File: src/rtl/scan_fsm_if.sv
// Handshake/bus bundle between the scan sequencer and its surroundings
// (arbiter go line, ADC, block RAM, chip shift registers).
interface scan_fsm_if;
  logic        i_go;
  logic        i_adc_done;
  logic [11:0] i_adc_data;
  logic        o_adc_start;
  logic [4:0]  o_col_control;
  logic [4:0]  o_row_control;
  logic        o_ram_wren;
  logic [11:0] o_ram_data;
  logic        o_row_reg_data;
  logic        o_row_reg_write;
  logic        o_col_reg_data;
  logic        o_col_reg_write;
  logic        o_key_wren;
  logic        o_row_rst;
  logic        o_scan_end;

  // sequencer side
  modport master (
    input  i_go, i_adc_done, i_adc_data,
    output o_adc_start, o_col_control, o_row_control, o_ram_wren, o_ram_data,
           o_row_reg_data, o_row_reg_write, o_col_reg_data, o_col_reg_write,
           o_key_wren, o_row_rst, o_scan_end
  );

  // environment side (arbiter / ADC / RAM / chip)
  modport slave (
    output i_go, i_adc_done, i_adc_data,
    input  o_adc_start, o_col_control, o_row_control, o_ram_wren, o_ram_data,
           o_row_reg_data, o_row_reg_write, o_col_reg_data, o_col_reg_write,
           o_key_wren, o_row_rst, o_scan_end
  );
endinterface

File: src/rtl/scan_fsm.sv
// Pixel-matrix scan sequencer: walks rows/columns, selects each pixel via the
// chip shift registers, settles, converts once and writes the sample to RAM.
// All outputs except the counter control words are zero outside their active
// cycle because they are ORed with other sequencers downstream.
module scan_fsm #(
  parameter int N_ROWS         = 24,
  parameter int N_COLS         = 24,
  parameter int SETTLE_CYCLES  = 8,
  parameter int ROW_RST_CYCLES = 4
) (
  input  logic         clk,
  input  logic         rst,
  scan_fsm_if.master   bus
);

  typedef enum logic [3:0] {
    IDLE, ROW_SHIFT, ROW_KEY, ROW_RST, COL_SHIFT, COL_KEY,
    SETTLE, CONVERT, WRITE, DONE, HOLD
  } state_t;

  localparam int CW = 16;
  localparam logic [4:0] CTL_CLR = 5'b10000;
  localparam logic [4:0] CTL_INC = 5'b00001;

  state_t          state, state_nx;
  logic [4:0]      r, c;
  logic [CW-1:0]   cnt;
  logic [11:0]     sample;
  logic            after_write;   // previous cycle was WRITE: counters advance now
  logic            conv_issued;   // ADC start already pulsed in this CONVERT
  logic            last_col, last_row;

  assign last_col = (c == 5'(N_COLS - 1));
  assign last_row = (r == 5'(N_ROWS - 1));

  // state register
  always_ff @(posedge clk or posedge rst) begin
    if (rst) state <= IDLE;
    else     state <= state_nx;
  end

  // next-state: scan walk, with go-drop aborting any active state
  always_comb begin
    state_nx = state;
    case (state)
      IDLE:      if (bus.i_go) state_nx = ROW_SHIFT;
      ROW_SHIFT: state_nx = ROW_KEY;
      ROW_KEY:   state_nx = ROW_RST;
      ROW_RST:   if (cnt == CW'(ROW_RST_CYCLES - 1)) state_nx = COL_SHIFT;
      COL_SHIFT: state_nx = COL_KEY;
      COL_KEY:   state_nx = SETTLE;
      SETTLE:    if (cnt == CW'(SETTLE_CYCLES - 1)) state_nx = CONVERT;
      CONVERT:   if (bus.i_adc_done) state_nx = WRITE;
      WRITE: begin
        if (!last_col)      state_nx = COL_SHIFT;
        else if (!last_row) state_nx = ROW_SHIFT;
        else                state_nx = DONE;
      end
      DONE:      state_nx = HOLD;
      HOLD:      if (!bus.i_go) state_nx = IDLE;
      default:   state_nx = IDLE;
    endcase
    if (!bus.i_go && state != IDLE && state != HOLD) state_nx = IDLE;
  end

  // datapath: wait counter, pixel indices, sample capture
  always_ff @(posedge clk or posedge rst) begin
    if (rst) begin
      r           <= '0;
      c           <= '0;
      cnt         <= '0;
      sample      <= '0;
      after_write <= 1'b0;
      conv_issued <= 1'b0;
    end else begin
      after_write <= (state == WRITE);
      conv_issued <= (state == CONVERT) && (state_nx == CONVERT);
      if ((state == ROW_RST || state == SETTLE) && state_nx == state) cnt <= cnt + 1'b1;
      else                                                           cnt <= '0;
      if (state == CONVERT && bus.i_adc_done) sample <= bus.i_adc_data;
      if (state_nx == IDLE) begin
        r <= '0;
        c <= '0;
      end else if (state == WRITE) begin
        if (!last_col) c <= c + 5'd1;
        else if (!last_row) begin
          c <= '0;
          r <= r + 5'd1;
        end
      end
    end
  end

  // Moore outputs; control words are forced low while reset is asserted
  always_comb begin
    bus.o_adc_start     = 1'b0;
    bus.o_col_control   = '0;
    bus.o_row_control   = '0;
    bus.o_ram_wren      = 1'b0;
    bus.o_ram_data      = '0;
    bus.o_row_reg_data  = 1'b0;
    bus.o_row_reg_write = 1'b0;
    bus.o_col_reg_data  = 1'b0;
    bus.o_col_reg_write = 1'b0;
    bus.o_key_wren      = 1'b0;
    bus.o_row_rst       = 1'b0;
    bus.o_scan_end      = 1'b0;
    case (state)
      IDLE, HOLD: begin
        bus.o_col_control = CTL_CLR;
        bus.o_row_control = CTL_CLR;
      end
      ROW_SHIFT: begin
        bus.o_row_reg_write = 1'b1;
        bus.o_row_reg_data  = (r == 5'd0);
        if (after_write) begin
          bus.o_col_control = CTL_CLR;
          bus.o_row_control = CTL_INC;
        end
      end
      ROW_KEY:   bus.o_key_wren = 1'b1;
      ROW_RST:   bus.o_row_rst  = 1'b1;
      COL_SHIFT: begin
        bus.o_col_reg_write = 1'b1;
        bus.o_col_reg_data  = (c == 5'd0);
        if (after_write) bus.o_col_control = CTL_INC;
      end
      COL_KEY:   bus.o_key_wren  = 1'b1;
      CONVERT:   bus.o_adc_start = !conv_issued;
      WRITE: begin
        bus.o_ram_wren = 1'b1;
        bus.o_ram_data = sample;
      end
      DONE: begin
        bus.o_scan_end    = 1'b1;
        bus.o_col_control = CTL_CLR;
        bus.o_row_control = CTL_CLR;
      end
      default: ;
    endcase
    if (rst) begin
      bus.o_col_control = '0;
      bus.o_row_control = '0;
    end
  end

endmodule

File: src/flat_wrapper.sv
// flat-port wrapper written by rule: the top's interface ports become plain ports
module scan_fsm_flat 
#(
  parameter int N_ROWS         = 24,
  parameter int N_COLS         = 24,
  parameter int SETTLE_CYCLES  = 8,
  parameter int ROW_RST_CYCLES = 4
)
  (clk, rst, bus_i_go, bus_i_adc_done, bus_i_adc_data, bus_o_adc_start, bus_o_col_control, bus_o_row_control, bus_o_ram_wren, bus_o_ram_data, bus_o_row_reg_data, bus_o_row_reg_write, bus_o_col_reg_data, bus_o_col_reg_write, bus_o_key_wren, bus_o_row_rst, bus_o_scan_end);
  scan_fsm_if bus_i ();
  input  logic clk;
  input  logic rst;
  input wire logic [$bits(bus_i.i_go)-1:0] bus_i_go;
  input wire logic [$bits(bus_i.i_adc_done)-1:0] bus_i_adc_done;
  input wire logic [$bits(bus_i.i_adc_data)-1:0] bus_i_adc_data;
  output wire logic [$bits(bus_i.o_adc_start)-1:0] bus_o_adc_start;
  output wire logic [$bits(bus_i.o_col_control)-1:0] bus_o_col_control;
  output wire logic [$bits(bus_i.o_row_control)-1:0] bus_o_row_control;
  output wire logic [$bits(bus_i.o_ram_wren)-1:0] bus_o_ram_wren;
  output wire logic [$bits(bus_i.o_ram_data)-1:0] bus_o_ram_data;
  output wire logic [$bits(bus_i.o_row_reg_data)-1:0] bus_o_row_reg_data;
  output wire logic [$bits(bus_i.o_row_reg_write)-1:0] bus_o_row_reg_write;
  output wire logic [$bits(bus_i.o_col_reg_data)-1:0] bus_o_col_reg_data;
  output wire logic [$bits(bus_i.o_col_reg_write)-1:0] bus_o_col_reg_write;
  output wire logic [$bits(bus_i.o_key_wren)-1:0] bus_o_key_wren;
  output wire logic [$bits(bus_i.o_row_rst)-1:0] bus_o_row_rst;
  output wire logic [$bits(bus_i.o_scan_end)-1:0] bus_o_scan_end;
  assign bus_i.i_go = bus_i_go;
  assign bus_i.i_adc_done = bus_i_adc_done;
  assign bus_i.i_adc_data = bus_i_adc_data;
  assign bus_o_adc_start = bus_i.o_adc_start;
  assign bus_o_col_control = bus_i.o_col_control;
  assign bus_o_row_control = bus_i.o_row_control;
  assign bus_o_ram_wren = bus_i.o_ram_wren;
  assign bus_o_ram_data = bus_i.o_ram_data;
  assign bus_o_row_reg_data = bus_i.o_row_reg_data;
  assign bus_o_row_reg_write = bus_i.o_row_reg_write;
  assign bus_o_col_reg_data = bus_i.o_col_reg_data;
  assign bus_o_col_reg_write = bus_i.o_col_reg_write;
  assign bus_o_key_wren = bus_i.o_key_wren;
  assign bus_o_row_rst = bus_i.o_row_rst;
  assign bus_o_scan_end = bus_i.o_scan_end;
  scan_fsm #(.N_ROWS(N_ROWS), .N_COLS(N_COLS), .SETTLE_CYCLES(SETTLE_CYCLES), .ROW_RST_CYCLES(ROW_RST_CYCLES)) u_core (.clk(clk), .rst(rst), .bus(bus_i));
endmodule
File: config.mk
export PLATFORM = sky130hd
export DESIGN_NAME = scan_fsm_flat
export DESIGN_NICKNAME = d
export VERILOG_FILES = /design/src/rtl/scan_fsm_if.sv /design/src/rtl/scan_fsm.sv /design/src/flat_wrapper.sv
export SDC_FILE = /design/constraint.sdc
export NUM_CORES = 1
export LEC_CHECK = 0
export ABC_AREA = 0
export CORE_AREA = 2 2 84 86
export CTS_CLUSTER_DIAMETER = 100
export CTS_CLUSTER_SIZE = 30
export DETAILED_ROUTE_END_ITERATION = 12
export DIE_AREA = 0 0 86 88
export SYNTH_ARGS = -nofsm -noshare
export SYNTH_HDL_FRONTEND = slang
export SYNTH_SLANG_ARGS = --single-unit
export TNS_END_PERCENT = 100
File: constraint.sdc
create_clock -name clk -period 2.2 [get_ports clk]
set_input_delay 0.33 -clock clk [delete_from_list [all_inputs] [get_ports clk]]
set_output_delay 0.33 -clock clk [all_outputs]
set_load 0.01 [all_outputs]
==> results of run 1 <==
==> cell families after synthesis <==
kind of cell               count (synthesis)  share of synthesized area [%]
and+or+nand+nor                          122                          27.02
DFF                                       44                          42.62
AOI/OAI and AO/OA                         35                          9.928
buffers and inverters                     31                          6.489
xor gates and xnor gates                  17                          5.763
muxes                                     13                          5.617
adders and majority gates                  5                          2.421
other                                      1                         0.1451
==> flip-flops by register name, summed over array words and instances, names as in the netlist <==
signal / count
u_core.r: 5
u_core.conv_issued: 1
u_core.sample: 12
u_core.c: 5
u_core.cnt: 16
u_core.state: 4
u_core.after_write: 1
==> Yosys cell counts (5+ instances only) <==
cell	number	area share (%)
ha_1	5	2.4
nor3_1	10	1.9
and2_1	14	3.4
a211oi_1	10	2.9
nand2_1	16	2.3
nor2_1	28	4.1
xnor2_1	12	4.1
inv_1	13	1.9
buf_2	5	0.97
nand2b_1	6	1.5
buf_4	12	3.5
a21oi_1	9	1.7
nand4_1	6	1.5
nand3_1	9	1.7
xor2_1	5	1.7
mux2_2	12	5.2
dfrtp_1	44	43
nor2b_1	8	1.9
==> routing by layer <==
metal,vias to the layer above,wire [um]
li1,1042,-
met2,40,2758
met3,6,208
met4,0,62
met5,-,0
met1,1002,2786
==> worst max-delay path: stages, from the launching register on <==
cell and delay, ps:
dfrtp_2 470, buf_4 140, nor4b_4 270, buf_12 190, and2_1 140, dlygate4sd2_1 260
==> cell type report <==
cell class / instances / area (sq um)
clock buffer: 5 / 68.82
clock inverter: 3 / 42.54
fill: 641 / 3318
inverter: 13 / 48.80
multi-input combinational: 198 / 1364
sequential: 44 / 1106
tap: 80 / 100.1
timing repair buffer: 63 / 595.6
==> where the power goes <==
part	internal [uW]	switching (uW)	leakage (uW)	total, uW
logic	376	443	0.000871	819
registers	838	44.2	0.000605	882
clock network	336	295	0.0000541	632
==> repair_timing <==
item,in CTS,in global routing
endpoints found under the setup margin,22,17
gates resized for setup,25,9
pin swaps,2,1
setup buffers,0,3
==> how the worst min path moves through the flow <==
stage	startpoint	to	slack (ps)	depth (start not counted)
after global placement	u_core.cnt[0]	u_core.cnt[0]	440	1
after detailed placement	u_core.cnt[0]	u_core.cnt[0]	480	1
after global routing	u_core.cnt[0]	u_core.cnt[0]	500	1
after CTS	u_core.cnt[0]	u_core.cnt[0]	490	1
final	u_core.cnt[0]	u_core.cnt[0]	480	1
after floorplan	u_core.cnt[0]	u_core.cnt[0]	420	1
==> layout by cell type, fill, tap and decap left out, drive strengths merged, types with 5 or more instances in the layout <==
cell type       n
ha              5
buf            23
nor3           11
nor2b           8
inv            12
a21oi           9
dfrtp          44
nand4           6
a211oi         10
mux2           12
conb            6
and2           14
xor2            5
dlygate4sd2    18
nor2           28
nor4            5
nand2b          6
nand2          16
clkdlybuf4s50  18
nand3           9
xnor2          12
clkbuf          5
==> stage by stage <==
step / instances / total power, uW / area [sq um] / hold WS, ps / setup slack, ps
after floorplan: 273 / 1339 / 2603 / 419.9 / 34.91
after global placement: 395 / 1699 / 3172 / 442.2 / 92.96
after detailed placement: 395 / 1699 / 3172 / 475.3 / 65.42
after CTS: 403 / 2338 / 3273 / 488.4 / 8.844
after global routing: 406 / 2465 / 3326 / 501.7 / 1.645
final: 406 / 2332 / 3326 / 484.1 / 82.91
==> out/summary.txt, run 1 <==
synthesized area per cell: 9.641 sq um
final core utilization: 50.06%
# port buffers: 40
Vias/cell: 5.148
Core Rows: 30
share of cells above drive strength 1: 19.33%
grt total ovfl: 0
post-cts hold buffer count: 0
critical path arrival: 1790 ps
Cell Pwr Density: 701.2 mW/mm^2
boundary pin count: 47
r2r worst-path depth: 6
startpoint types: flip-flop
worst r2r dst: u_core.cnt[3]
met2 Resource Use GR: 25.58%
antenna cells: 0
DRT iter0 DRCs: 113
CP endpoint: bus_o_ram_data[2]
leakage: 0.001530 uW
post-synthesis sequential area ratio: 42.62%
Slew headroom: 61.87%
Tmin final: 2117 ps
Vias: 2090
core area: 0.006644 sq mm
crit path kind: flip-flop to output port
flop-to-flop setup slack: 180 ps
chip height: 88 um
Initial Utilization: 38.89%
total global-route track usage: 16.49%
Die Area: 0.007568 sq mm
post-synthesis cell type count: 48
Synth warnings: 0
Hold Vio Cnt, Final: 0
GP Congestion: 0.7590
largest net degree at the start of global routing: 45
CTS tree: yes
clk sink count: 44
first-pass iteration count of the detailed router: 4
CTS Buffer Depth: 2
Peak supply drop: 372.4 uV
Clk pin slew, worst setup/hold paths: 90 ps
initial antenna violation count: 0
hpwl dp: 4.055 mm
Layout Skew: 6.403 ps
grt met1 use: 23.57%
global-route wire length before repair: 9.901 mm
Final setup viols: 0
Syn Std Cell Area: 0.002584 sq mm
Synth Instances: 268
Main synth FF type: dfrtp_1
H-tree levels: 2
async set-reset flop share out of synthesis: 100.0%
R2R Path Start: u_core.c[0]
worst-margin pin slew: 571.9 ps
unrepaired setup endpoints after global routing: false
grt met3 use: 3.393%
worst-skew pair later-pin latency: 300 ps
cts bufs inserted: 5
setup TNS: 0 ps
die width: 86 um
drt drc: 0
Total Nets Final: 346
area delta synth->final: 28.72%
crit end category: output port
most used routing layer: met2
final cycle utilization of the critical path: 96.23%
Synth Register Bits: 44
vias in the first global route: 2033
number of enable flip-flop cells after synthesis: 0
HP Class: flip-flop to flip-flop
Slew Viols, Final: 0
Final ANT Viol Nets: 0
outcome: completed
CTS Root Cell: clkbuf_8
crit path from: u_core.state[3]
wire length per cell: 14.33 um
Data required, critical path: 1870 ps
DRT Wirelength: 5.816 mm
Crit Path Max Fanout: 21
fmax: 472.3 MHz
MaxCap Viol Count: 0
No activity file was read; power rests on OpenSTA's default activity.
==> run 2, diff against run 1 <==
--- a/config.mk
+++ b/config.mk
@@ -6,6 +6,7 @@
 export NUM_CORES = 1
 export LEC_CHECK = 0
 export ABC_AREA = 0
+export CAP_MARGIN = 20
 export CORE_AREA = 2 2 84 86
 export CTS_CLUSTER_DIAMETER = 100
 export CTS_CLUSTER_SIZE = 30
==> results of run 2 <==
Final layout, timing and power as in run 1 (identical DEF).
==> run 3, diff against run 2 <==
--- a/config.mk
+++ b/config.mk
@@ -6,7 +6,7 @@
 export NUM_CORES = 1
 export LEC_CHECK = 0
 export ABC_AREA = 0
-export CAP_MARGIN = 20
+export CAP_MARGIN = 10
 export CORE_AREA = 2 2 84 86
 export CTS_CLUSTER_DIAMETER = 100
 export CTS_CLUSTER_SIZE = 30
==> results of run 3 <==
Final layout, timing and power as in run 1 (identical DEF).
